[config.mk]
export PLATFORM = sky130hd
export DESIGN_NAME = hilo_muldiv_unit
export DESIGN_NICKNAME = d
export VERILOG_FILES = /design/src/rtl/hilo_muldiv_unit.sv
export SDC_FILE = /design/constraint.sdc
export NUM_CORES = 1
export LEC_CHECK = 0
export CELL_PAD_IN_SITES_DETAIL_PLACEMENT = 0
export CELL_PAD_IN_SITES_GLOBAL_PLACEMENT = 1
export CORE_AREA = 5 5 206 208
export DETAILED_ROUTE_END_ITERATION = 10
export DIE_AREA = 0 0 211 213
export GPL_TIMING_DRIVEN = 0
export PLACE_DENSITY = 0.84
export REMOVE_ABC_BUFFERS = 1
export SKIP_LAST_GASP = 1
export SLEW_MARGIN = 40
export SYNTH_ARGS = -nofsm -noshare
export SYNTH_HDL_FRONTEND = slang
export SYNTH_SLANG_ARGS = --single-unit
[constraint.sdc]
create_clock -name clk -period 6 [get_ports clk]
set_input_delay 1.2 -clock clk [delete_from_list [all_inputs] [get_ports clk]]
set_output_delay 1.2 -clock clk [all_outputs]
set_load 0.03 [all_outputs]
[src/rtl/hilo_muldiv_unit.sv]
// rtl/hilo_muldiv_unit.sv - HI/LO register pair with iterative multiply/divide engine
module hilo_muldiv_unit #(
  parameter  int WIDTH = 32,
  localparam int CNT_W = $clog2(WIDTH) + 1
) (
  input  logic             clk,
  input  logic             rst,
  input  logic             start,
  input  logic [2:0]       op,
  input  logic [WIDTH-1:0] a,
  input  logic [WIDTH-1:0] b,
  output logic             busy,
  output logic             done,
  output logic             div_by_zero,
  output logic [WIDTH-1:0] hi,
  output logic [WIDTH-1:0] lo
);

  typedef enum logic {IDLE = 1'b0, RUN = 1'b1} state_t;

  state_t             state, state_d;
  logic [CNT_W-1:0]   cnt;
  logic [2*WIDTH-1:0] acc, acc_next, prod;
  logic [WIDTH-1:0]   opnd, a_mag, b_mag, quo, rem;
  logic               is_div, neg_q, neg_r;
  logic               is_muldiv, is_signed, zero_div, last, ge;
  logic [WIDTH:0]     add_sum, trial, diff;

  assign busy      = (state == RUN);
  assign is_muldiv = ~op[2];
  assign is_signed = ~op[0];
  assign zero_div  = op[1] && (b == '0);
  assign last      = (cnt == CNT_W'(WIDTH - 1));
  assign a_mag     = (is_signed && a[WIDTH-1]) ? -a : a;
  assign b_mag     = (is_signed && b[WIDTH-1]) ? -b : b;

  // Multiply: acc = {partial product, remaining multiplier bits}, shifted right.
  // Divide:   acc = {partial remainder, remaining dividend/quotient bits}, shifted left.
  assign add_sum = {1'b0, acc[2*WIDTH-1:WIDTH]} + (acc[0] ? {1'b0, opnd} : '0);
  assign trial   = {acc[2*WIDTH-1:WIDTH], acc[WIDTH-1]};
  assign ge      = (trial >= {1'b0, opnd});
  assign diff    = trial - {1'b0, opnd};

  always_comb begin
    acc_next = '0;
    if (is_div)
      acc_next = ge ? {diff[WIDTH-1:0], acc[WIDTH-2:0], 1'b1} : {acc[2*WIDTH-2:0], 1'b0};
    else
      acc_next = {add_sum, acc[WIDTH-1:1]};
  end

  assign prod = neg_q ? -acc_next : acc_next;
  assign quo  = neg_q ? -acc_next[WIDTH-1:0] : acc_next[WIDTH-1:0];
  assign rem  = neg_r ? -acc_next[2*WIDTH-1:WIDTH] : acc_next[2*WIDTH-1:WIDTH];

  always_comb begin
    state_d = state;
    case (state)
      IDLE: if (start && is_muldiv && !zero_div) state_d = RUN;
      RUN:  if (last) state_d = IDLE;
      default: state_d = IDLE;
    endcase
  end

  always_ff @(posedge clk) begin
    if (rst) begin
      state       <= IDLE;
      cnt         <= '0;
      acc         <= '0;
      opnd        <= '0;
      is_div      <= 1'b0;
      neg_q       <= 1'b0;
      neg_r       <= 1'b0;
      hi          <= '0;
      lo          <= '0;
      done        <= 1'b0;
      div_by_zero <= 1'b0;
    end else begin
      state       <= state_d;
      done        <= 1'b0;
      div_by_zero <= 1'b0;
      if (state == IDLE) begin
        if (start) begin
          if (op == 3'd4) begin
            hi <= a;
          end else if (op == 3'd5) begin
            lo <= a;
          end else if (is_muldiv) begin
            if (zero_div) begin
              done        <= 1'b1;
              div_by_zero <= 1'b1;
            end else begin
              cnt    <= '0;
              is_div <= op[1];
              neg_q  <= is_signed && (a[WIDTH-1] ^ b[WIDTH-1]);
              neg_r  <= is_signed && op[1] && a[WIDTH-1];
              acc    <= op[1] ? {{WIDTH{1'b0}}, a_mag} : {{WIDTH{1'b0}}, b_mag};
              opnd   <= op[1] ? b_mag : a_mag;
            end
          end
        end
      end else begin
        acc <= acc_next;
        cnt <= cnt + 1'b1;
        if (last) begin
          done <= 1'b1;
          if (is_div) begin
            hi <= rem;
            lo <= quo;
          end else begin
            hi <= prod[2*WIDTH-1:WIDTH];
            lo <= prod[WIDTH-1:0];
          end
        end
      end
    end
  end

endmodule

* Word-level counts from Yosys, hierarchy flattened *
Cells that the tools add are included.

cells by class
  multiplexer cells = 43
  eq/ne operators = 8
  bitwise operators = 7
  add/sub/neg operators = 8
  $lt $le $gt $ge = 1
  reductions and logical operators = 18

operators with widths
  cell                   number
  $mux W32               18
  $mux W64               9
  $neg A32 Y32           4
  $neg A64 Y64           1
  $mux W6                6
  $add A32 B32 Y33       1
  $ge A33 B32 Y1         1
  $logic_not A32 Y1      1
  $sub A32 B32 Y32       1
  $mux W1                9
  $logic_and A1 B1 Y1    8
  $add A6 B1 Y6 const B  1
  $eq A3 B3 Y1 const B   2
  $eq A6 B5 Y1 const B   1
  $ne A2 B2 Y1 const B   3
  $not A1 Y1             6
  $reduce_and A6 Y1      1
  $reduce_bool A2 Y1     3
  $reduce_and A5 Y1      1
  $ne A2 B1 Y1 const B   2
  $reduce_and A4 Y1      1
  $reduce_and A3 Y1      1
  $pmux W1 S2            1
  $reduce_or A2 Y1       1
  other kinds (2)        2

word-level totals
  bits of input ports = 70
  word-level logic and storage cells = 96
  bits in registers = 172
  output and inout bits = 67

* Logic depth before layout (Yosys ltp) *
Gate-level depths: netlist of the first run.

  word-level depth = 10
  depth in mapped cells = 25
  depth with buffers taken out = 21

* Worst setup path after synthesis of the first run *
Ideal clock, no wire load.

  kind = reg-to-reg
  start point = reg opnd[4]
  end point = reg hi[30]
  data required time = 5.905 ns
  stages on the path, launching flop included = 25
  path buffers = 3
  arrival = 5.632 ns
  period minus slack after synthesis = 5.727 ns
  slack = 0.273 ns
  setup time = 0.095 ns
  path through = dfxtp_1 > inv_1 > ha_1 > a21o_1 > a31o_1 > o211a_1 > o31a_2 > nor3_4 > buf_2 > buf_4 > buf_2 > nand2_1 > o21ai_0 > ha_1 > nand2_1 > nor4_2 > nand4_1 > or3_1 > nor3_1 > nand2b_1 > nand3_2 > or4b_4 > o41ai_2 > xor2_1 > a221oi_1

between the ends
  word-level cells in the longest chain between the ends = 8
  elaborated cells on any way between the ends = 13

ends and longest elaborated chain
  item                                                 line    RTL
  start: declaration                                   24      logic [WIDTH-1:0] opnd, a_mag, b_mag, quo, rem;
  start signal: assignment                             98      opnd <= op[1] ? b_mag : a_mag;
  $mux W32, or another cell as far along               39      assign add_sum = {1'b0, acc[2*WIDTH-1:WIDTH]} + (acc[0] ? {1'b0, opnd} : '0);
  $add A32 B32 Y33 / $mux W64 (equally long branches)  39, 47
  $mux W64 (*)                                         46      if (is_div)
  $neg A64 Y64 / $neg A32 Y32 (equally long branches)  52, 54
  $mux W64 / $mux W32 (equally long branches)          52, 54
  $mux W32 (*)                                         107     if (is_div) begin
  $mux W32 (*)                                         105     if (last) begin
  $mux W32 (*)                                         82      if (state == IDLE) begin
  end signal: assignment                               108     hi <= rem;
  end signal: assignment                               111     hi <= prod[2*WIDTH-1:WIDTH];
  end: declaration                                     15      output logic [WIDTH-1:0] hi,

Every way passes the cells marked *; elsewhere a longest branch is shown, timed or not. The select of a mux whose other input is x is not followed.
A chain may end at the register's enable or synchronous reset.

* Worst setup path after layout of the first run *
Ends and elaborated chain as after synthesis.

==> results of run 1 <==
-- area by class of cell --
cell class / instances / area, um2
fillers: 4177 / 22180
clock inverters: 9 / 137.6
clock buffers: 22 / 474.2
well taps: 532 / 665.6
flip-flops and latches: 172 / 3453
inverters: 68 / 257.7
repair buffers: 160 / 1769
multi-input cells: 1786 / 11430
-- worst register-to-register path, cell delays in order, from the launching register on --
cell and delay (ns):
dfxtp_1 0.35, inv_1 0.05, ha_1 0.35, a21o_1 0.24, a31o_1 0.24, o211a_1 0.32
o31a_2 0.39, nor3_4 0.16, buf_6 0.18, nand2_1 0.07, o21ai_0 0.11, ha_2 0.26
nand2_1 0.13, nor4_4 0.23, nand4_1 0.25, or3_4 0.46, nor3_4 0.28, nand2b_4 0.21
nand3_2 0.11, or4b_4 0.60, o41ai_2 0.29, xor2_1 0.13, a221oi_1 0.25
-- routing by layer --
metal | up-vias | global-route usage, % | part of all wire [%]
li1 | 7992 | - | -
met1 | 7944 | 35.61 | 45
met2 | 666 | 40.08 | 45
met3 | 106 | 3.512 | 6.9
met4 | 0 | 7.601 | 2.5
met5 | - | 0 | 0
-- registers in the layout, indices dropped and copies added (netlist names) --
signal and count:
acc 64, lo 32, busy 1, done 1
is_div 1, neg_q 1, opnd 32, cnt 6
div_by_zero 1, hi 32, neg_r 1
-- cell usage in the layout, fill, tap and decap left out, types with 16 or more instances in the layout --
cell type / synthesis / routed
a21oi_1: 200 / 197
mux2_2: 18 / 18
mux2i_1: 46 / 46
o21ai_0: 130 / 130
xnor2_1: 87 / 87
clkdlybuf4s50_1: 0 / 134
inv_1: 67 / 65
o21a_1: 16 / 16
ha_1: 69 / 68
xor2_1: 70 / 70
a311oi_1: 20 / 20
a21o_1: 22 / 22
and3_1: 17 / 17
a31oi_1: 36 / 36
or3_1: 17 / 16
dfxtp_1: 172 / 168
a211oi_1: 46 / 45
a22oi_1: 30 / 30
o211ai_1: 30 / 30
o31ai_1: 26 / 25
a222oi_1: 19 / 19
nand2_1: 255 / 253
nor2_1: 253 / 252
and2_1: 43 / 42
clkbuf_16: 0 / 17
nor3_1: 61 / 60
nand4_1: 23 / 23
nand3_1: 35 / 34
-- worst paths after layout --
path                               from      to  slack, ns  cells after the start
worst min-delay path              hi[0]   hi[0]       0.45                      2
worst max-delay path            opnd[4]  hi[30]       0.23                     22
worst min register to register    hi[0]   hi[0]       0.45                      2
worst max register to register  opnd[4]  hi[30]       0.23                     22
-- timing repair --
action / in CTS / in global routing
pin swaps: 3 / 1
buffers inserted: 2 / 3
hold buffers: 0 / 0
endpoints found under the setup margin: 10 / 2
resized for setup: 7 / 5
-- power by group --
| part | switching (mW) | total (mW) | leakage, nW | internal, mW |
|---|---|---|---|---|
| clock network | 0.508 | 1.20 | 0.293 | 0.688 |
| logic | 0.807 | 1.29 | 5.01 | 0.478 |
| registers | 0.0690 | 1.26 | 1.40 | 1.19 |
| total | 1.38 | 3.74 | 6.71 | 2.36 |
-- stage by stage --
step / worst slack [ns] / instances / instance area [um2]
floorplan: -0.5194 / 2026 / 14970
finish: 0.2311 / 2749 / 18190
CTS: 0.1061 / 2746 / 18130
global route: 0.009661 / 2749 / 18190
global placement: -5.369 / 2694 / 16990
detailed placement: -0.9100 / 2713 / 17470
-- kinds of logic after synthesis --
family,after synthesis,synth area share [%]
and+or+nand+nor,805,24.36
buffers and inverters,216,5.475
adders and majority gates,71,5.804
muxes,64,4.261
AOI/OAI and AO/OA,689,29.14
xor gates and xnor gates,157,8.835
DFF,172,22.12
==> reports/results.ini, run 1 <==
[layout]
diodes=0
final_core_util_pct=45.06
syn_to_final_growth_pct=16.87
nNetsFinal=2346
drive_gt1_share_pct=6.360

[worst_setup_path]
startpoint_type=register
cp_data_arrival_time_ns=6.13
cp_max_fo=10
worst-path-buf-inv=2
slowest_delay_ns=0.60
path_class=register to register
cp_cell_sequence=inv_1 -> ha_1 -> a21o_1 -> a31o_1 -> o211a_1 -> o31a_2 -> nor3_4 -> buf_6 -> nand2_1 -> o21ai_0 -> ha_2 -> nand2_1 -> nor4_4 -> nand4_1 -> or3_4 -> nor3_4 -> nand2b_4 -> nand3_2 -> or4b_4 -> o41ai_2 -> xor2_1 -> a221oi_1
setup.worst_path.end_class=register
crit_family=simple AND/OR/NAND/NOR gates
slowest_stage=or4b_4
cp_data_required_time_ns=6.36

[drt]
wl_um=58660
ant_nets=0
routed_via_density=6.078
drcViolationCount=0
routedWlPerCell_um=21.34
first_pass_iters=8
vias=16710
drt_iter0_markers=1542

[synth]
synth_edf_count=0
synth_most_common_cell=nand2_1
synthDistinctLibCells=98
ys_top_cells_by_count=nand2_1 (255), nor2_1 (253), a21oi_1 (200), dfxtp_1 (172), o21ai_0 (130)
ys_warn_count=0
ys_ff_latch=172
async_flop_share_pct=0
postSynthCellCount=2174
syn_area_um2=15560
synth_area_leaders=dfxtp_1 (22%), a21oi_1 (6.4%), nand2_1 (6.2%), nor2_1 (6.1%), ha_1 (5.5%)
syn_avg_cell_area_um2=7.159
synth_top_area_share_pct=22.12
synth_top_cell_by_area=dfxtp_1
synth-main-ff-cell=dfxtp_1
yosysSeqAreaShare_pct=22.12

[place]
routabilityCongestion=0.9612
portBuffers=136
dp_hpwl_um=44480

[clocking]
cts_max_level=4
clk-insertion-delay-late_ns=0.47
cts_made_buffers=17
clk_pin_slew_ns=0.07
cts_root_buf=clkbuf_16
clockBufferDepth=2
cts.sinks=172
cts_tree=built

[sta]
hold_viol=0
relSlewSlack_pct=40.98
tns_ns=0
period_share_pct=96.15
timing.fmax_ghz=0.1733
period_minus_slack_ns=5.769
hold_slack_ns=0.4512
finalSetupViolations=0
worst_clock_skew_ns=0.01511
rsz0062_at_grt=false
drv_slew=0
tightest_slew_ns=0.8852

[pwr]
p_total_mw=3.741
power_leakage_nw=6.708
vdd_drop_max_uv=186.2
p_per_area_nw_per_um2=205.7

[flow_run]
drv_cap=0

[floorplan]
core_region_area_um2=40370
die_w_um=211
die_area_um2=44940
start_util_pct=38.55
die_y_um=213
fp-row-count=74
ios=137

[global_routing]
antenna_found_initial=0
grt_pass1_vias=15650
grt_usage_pct=25.20
grt_pass1_wl_um=90580
grt_overflow_total=0
grt_max_degree=87

[outcome]
status=finished clean

[min_path]
hp-class=register to register

No activity file was read; power rests on OpenSTA's default activity.
==> run 2, diff against run 1 <==
--- a/config.mk
+++ b/config.mk
@@ -11,10 +11,11 @@
 export DETAILED_ROUTE_END_ITERATION = 10
 export DIE_AREA = 0 0 211 213
 export GPL_TIMING_DRIVEN = 0
-export PLACE_DENSITY = 0.84
+export PLACE_DENSITY_LB_ADDON = 0.1
+export RECOVER_POWER = 25
 export REMOVE_ABC_BUFFERS = 1
 export SKIP_LAST_GASP = 1
-export SLEW_MARGIN = 40
+export SLEW_MARGIN = 5
 export SYNTH_ARGS = -nofsm -noshare
 export SYNTH_HDL_FRONTEND = slang
 export SYNTH_SLANG_ARGS = --single-unit
==> run 2 against run 1 <==
Net effect:
- utilization is 0.54 points lower
- sequential power hardly changed
- worst hold slack better by 0.0056 ns
- sequential share of layout area is 0.23 points higher
- total power is 0.69% higher
- fmax is 0.30% higher
- final cell count is 0.36% lower
- die area stayed put
- clock-buffer cell count is 1 lower
- clock power hardly changed
- final area is 1.2% lower
- via count is 1.9% lower
- critical path type unchanged
- largest cell class unchanged
- largest power group is now registers
==> reports/results.ini, run 2 (synthesized netlist as in run 1, its figures left out) <==
[drt]
first_pass_iters=6  ; -2
ant_nets=0  ; unchanged
routed_via_density=5.984  ; -1.6%
drcViolationCount=0  ; unchanged
drt_iter0_markers=1519  ; -1.5%
vias=16390  ; -1.9%
wl_um=62070  ; +5.8%
routedWlPerCell_um=22.66  ; +6.2%

[global_routing]
busiest_layer=met2
grt.met2_usage_pct=43.14  ; +3.1 points
antenna_found_initial=1  ; +1
grt_usage_pct=26.98  ; +1.8 points
grt_pass1_wl_um=94810  ; +4.7%
met3_usage_pct=4.232  ; +0.72 points
grt_overflow_total=0  ; unchanged
grt_max_degree=109  ; +25%
grt_pass1_vias=15590  ; -0.35%
met1_usage_pct=38.10  ; +2.5 points

[layout]
nNetsFinal=2335  ; -0.47%
drive_gt1_share_pct=5.301  ; -1.1 points
most-common-layout-cells=nand2_1 (254), nor2_1 (253), a21oi_1 (198)
regMostFlops=acc
diodes=0  ; unchanged
syn_to_final_growth_pct=15.46
final_core_util_pct=44.51  ; -0.54 points
largest_register_ffs=64  ; unchanged
layout_commonest_cell=nand2_1

[clocking]
cts_tree=built
cts_max_level=4  ; unchanged
cts_root_buf=clkbuf_16
clk_pin_slew_ns=0.07  ; about the same
cts_made_buffers=17  ; unchanged
clk-insertion-delay-late_ns=0.47  ; about the same
ctsHoldBuffers=0  ; unchanged
cts.sinks=172  ; unchanged
clockBufferDepth=2  ; unchanged

[min_path]
min_path_cells=2  ; unchanged
hp-class=register to register
hold_end=hi[0]
hold_start=hi[0]

[sta]
hold_slack_ns=0.4568  ; +0.005590 ns
hold_viol=0  ; unchanged
drv_slew=0  ; unchanged
worst_clock_skew_ns=0.01047  ; -0.004638 ns
rsz0062_at_grt=true
tightest_slew_ns=1.257  ; +0.3718 ns
period_share_pct=95.86  ; -0.29 points
finalSetupViolations=0  ; unchanged
period_minus_slack_ns=5.752  ; -0.01725 ns
timing.fmax_ghz=0.1739  ; +0.30%
relSlewSlack_pct=16.11  ; -25 points

[outcome]
status=finished clean

[place]
routabilityCongestion=0.9477  ; -1.4%
dp_hpwl_um=47320  ; +6.4%
portBuffers=136  ; unchanged

[floorplan]
die_w_um=211  ; unchanged
core_region_area_um2=40370  ; unchanged
fp-row-count=74  ; unchanged
ios=137  ; unchanged
start_util_pct=38.55  ; unchanged
die_y_um=213  ; unchanged
die_area_um2=44940  ; unchanged

[worst_setup_path]
r2r-end=hi[30]
setup.worst_path.end_class=register
cp_data_required_time_ns=6.36  ; about the same
regToRegSetupSlack_ns=0.25  ; +0.02 ns
slowest_delay_ns=0.58  ; -0.02 ns
cp_max_fo=8  ; -2
cp_cell_sequence=inv_1 -> ha_1 -> a21oi_1 -> o21a_1 -> o21ai_2 -> o31a_2 -> nor3_4 -> nand2_1 -> o21ai_0 -> ha_2 -> nand2_1 -> nor4_4 -> nand4_1 -> or3_4 -> nor3_4 -> nand2b_4 -> nand3_2 -> or4b_4 -> o41ai_2 -> xor2_1 -> a221oi_1
startpoint_type=register
cp_data_arrival_time_ns=6.12  ; about the same
r2r_cells=21  ; -4.5%
path_class=register to register
worstReg2RegStart=opnd[10]
slowest_stage=or4b_4
startpoint=opnd[10]

[pwr]
switching_share_pct=37.38  ; +0.38 points
pwr-share-clk_pct=32.7  ; +0.7 points
vdd_drop_max_uv=240.3  ; +29%
comb_power_share_pct=33.6  ; -0.8 points
p_int_mw=2.359  ; about the same
p_total_mw=3.767  ; +0.69%
switching_power_mw=1.408  ; +1.7%
power_leakage_nw=6.843  ; +2.0%
p_per_area_nw_per_um2=209.6  ; +1.9%
seqPwrFrac_pct=33.7  ; about the same

[flow_run]
drv_cap=0  ; unchanged

run 2: repair_timing:
action / 4_1_cts / 5_1_grt
endpoints found under the hold margin: 0 / 0
resized for setup: 6 / 6
setup buffers: 2 / 0
endpoints found under the setup margin: 17 / 5
gates cloned: 0 / 0
pin swaps: 2 / 2
run 2: cell type report:
| type | instances | area, um2 |
|---|---|---|
| Fill cell | 4239 | 22400 |
| Sequential cell | 172 | 3453 |
| Multi-Input combinational cell | 1786 | 11350 |
| Inverter | 68 | 255.2 |
| Clock buffer | 21 | 450.4 |
| Tap cell | 532 | 665.6 |
| Clock inverter | 11 | 170.2 |
| Timing Repair Buffer | 149 | 1628 |
run 2: critical path, delay by kind of cell, from the launching register on:
| kind | cells | cell delay (ns) |
|---|---|---|
| AO/OA/AOI/OAI | 7 | 1.70 |
| XOR/XNOR | 1 | 0.13 |
| adder cells (fa/ha/maj) | 2 | 0.67 |
| buffers and inverters | 1 | 0.07 |
| flip-flops | 1 | 0.44 |
| AND/OR/NAND/NOR | 10 | 2.62 |
run 2: through the flow:
step           area, um2  setup WS, ns  setup TNS (ns)  std cells
2_1_floorplan      14970       -0.5194          -10.90       2026
4_1_cts            17940       0.05818               0       2739
5_1_grt            17970      -0.05470        -0.05470       2739
3_5_place_dp       17280        -1.222          -8.308       2705
6_report           17970        0.2483               0       2739
3_3_place_gp       16990        -6.474         -812.48       2694
run 2: how the worst max path moves through the flow:
stage	endpoint	slack, ns	cells after the start
after floorplan	lo[8]	-0.52	7
after global placement	acc[4]	-6.47	3
after detailed placement	hi[30]	-1.22	21
after CTS	hi[30]	0.06	17
after global routing	hi[30]	-0.05	21
final	hi[30]	0.25	21
run 2: power by group through the flow:
stage | registers, mW | logic (mW) | clock network [mW]
2_1_floorplan | 1.30 | 0.747 | 0
3_3_place_gp | 1.31 | 1.20 | 0
3_5_place_dp | 1.29 | 1.24 | 0
4_1_cts | 1.27 | 1.25 | 1.26
5_1_grt | 1.27 | 1.37 | 1.30
6_report | 1.27 | 1.27 | 1.23
run 2: routing by layer:
metal  vias up  routed length (um)
li1       7973                   -
met1      7807               29080
met2       523               27940
met3        84                3637
met4         2                1406
met5         -                  12
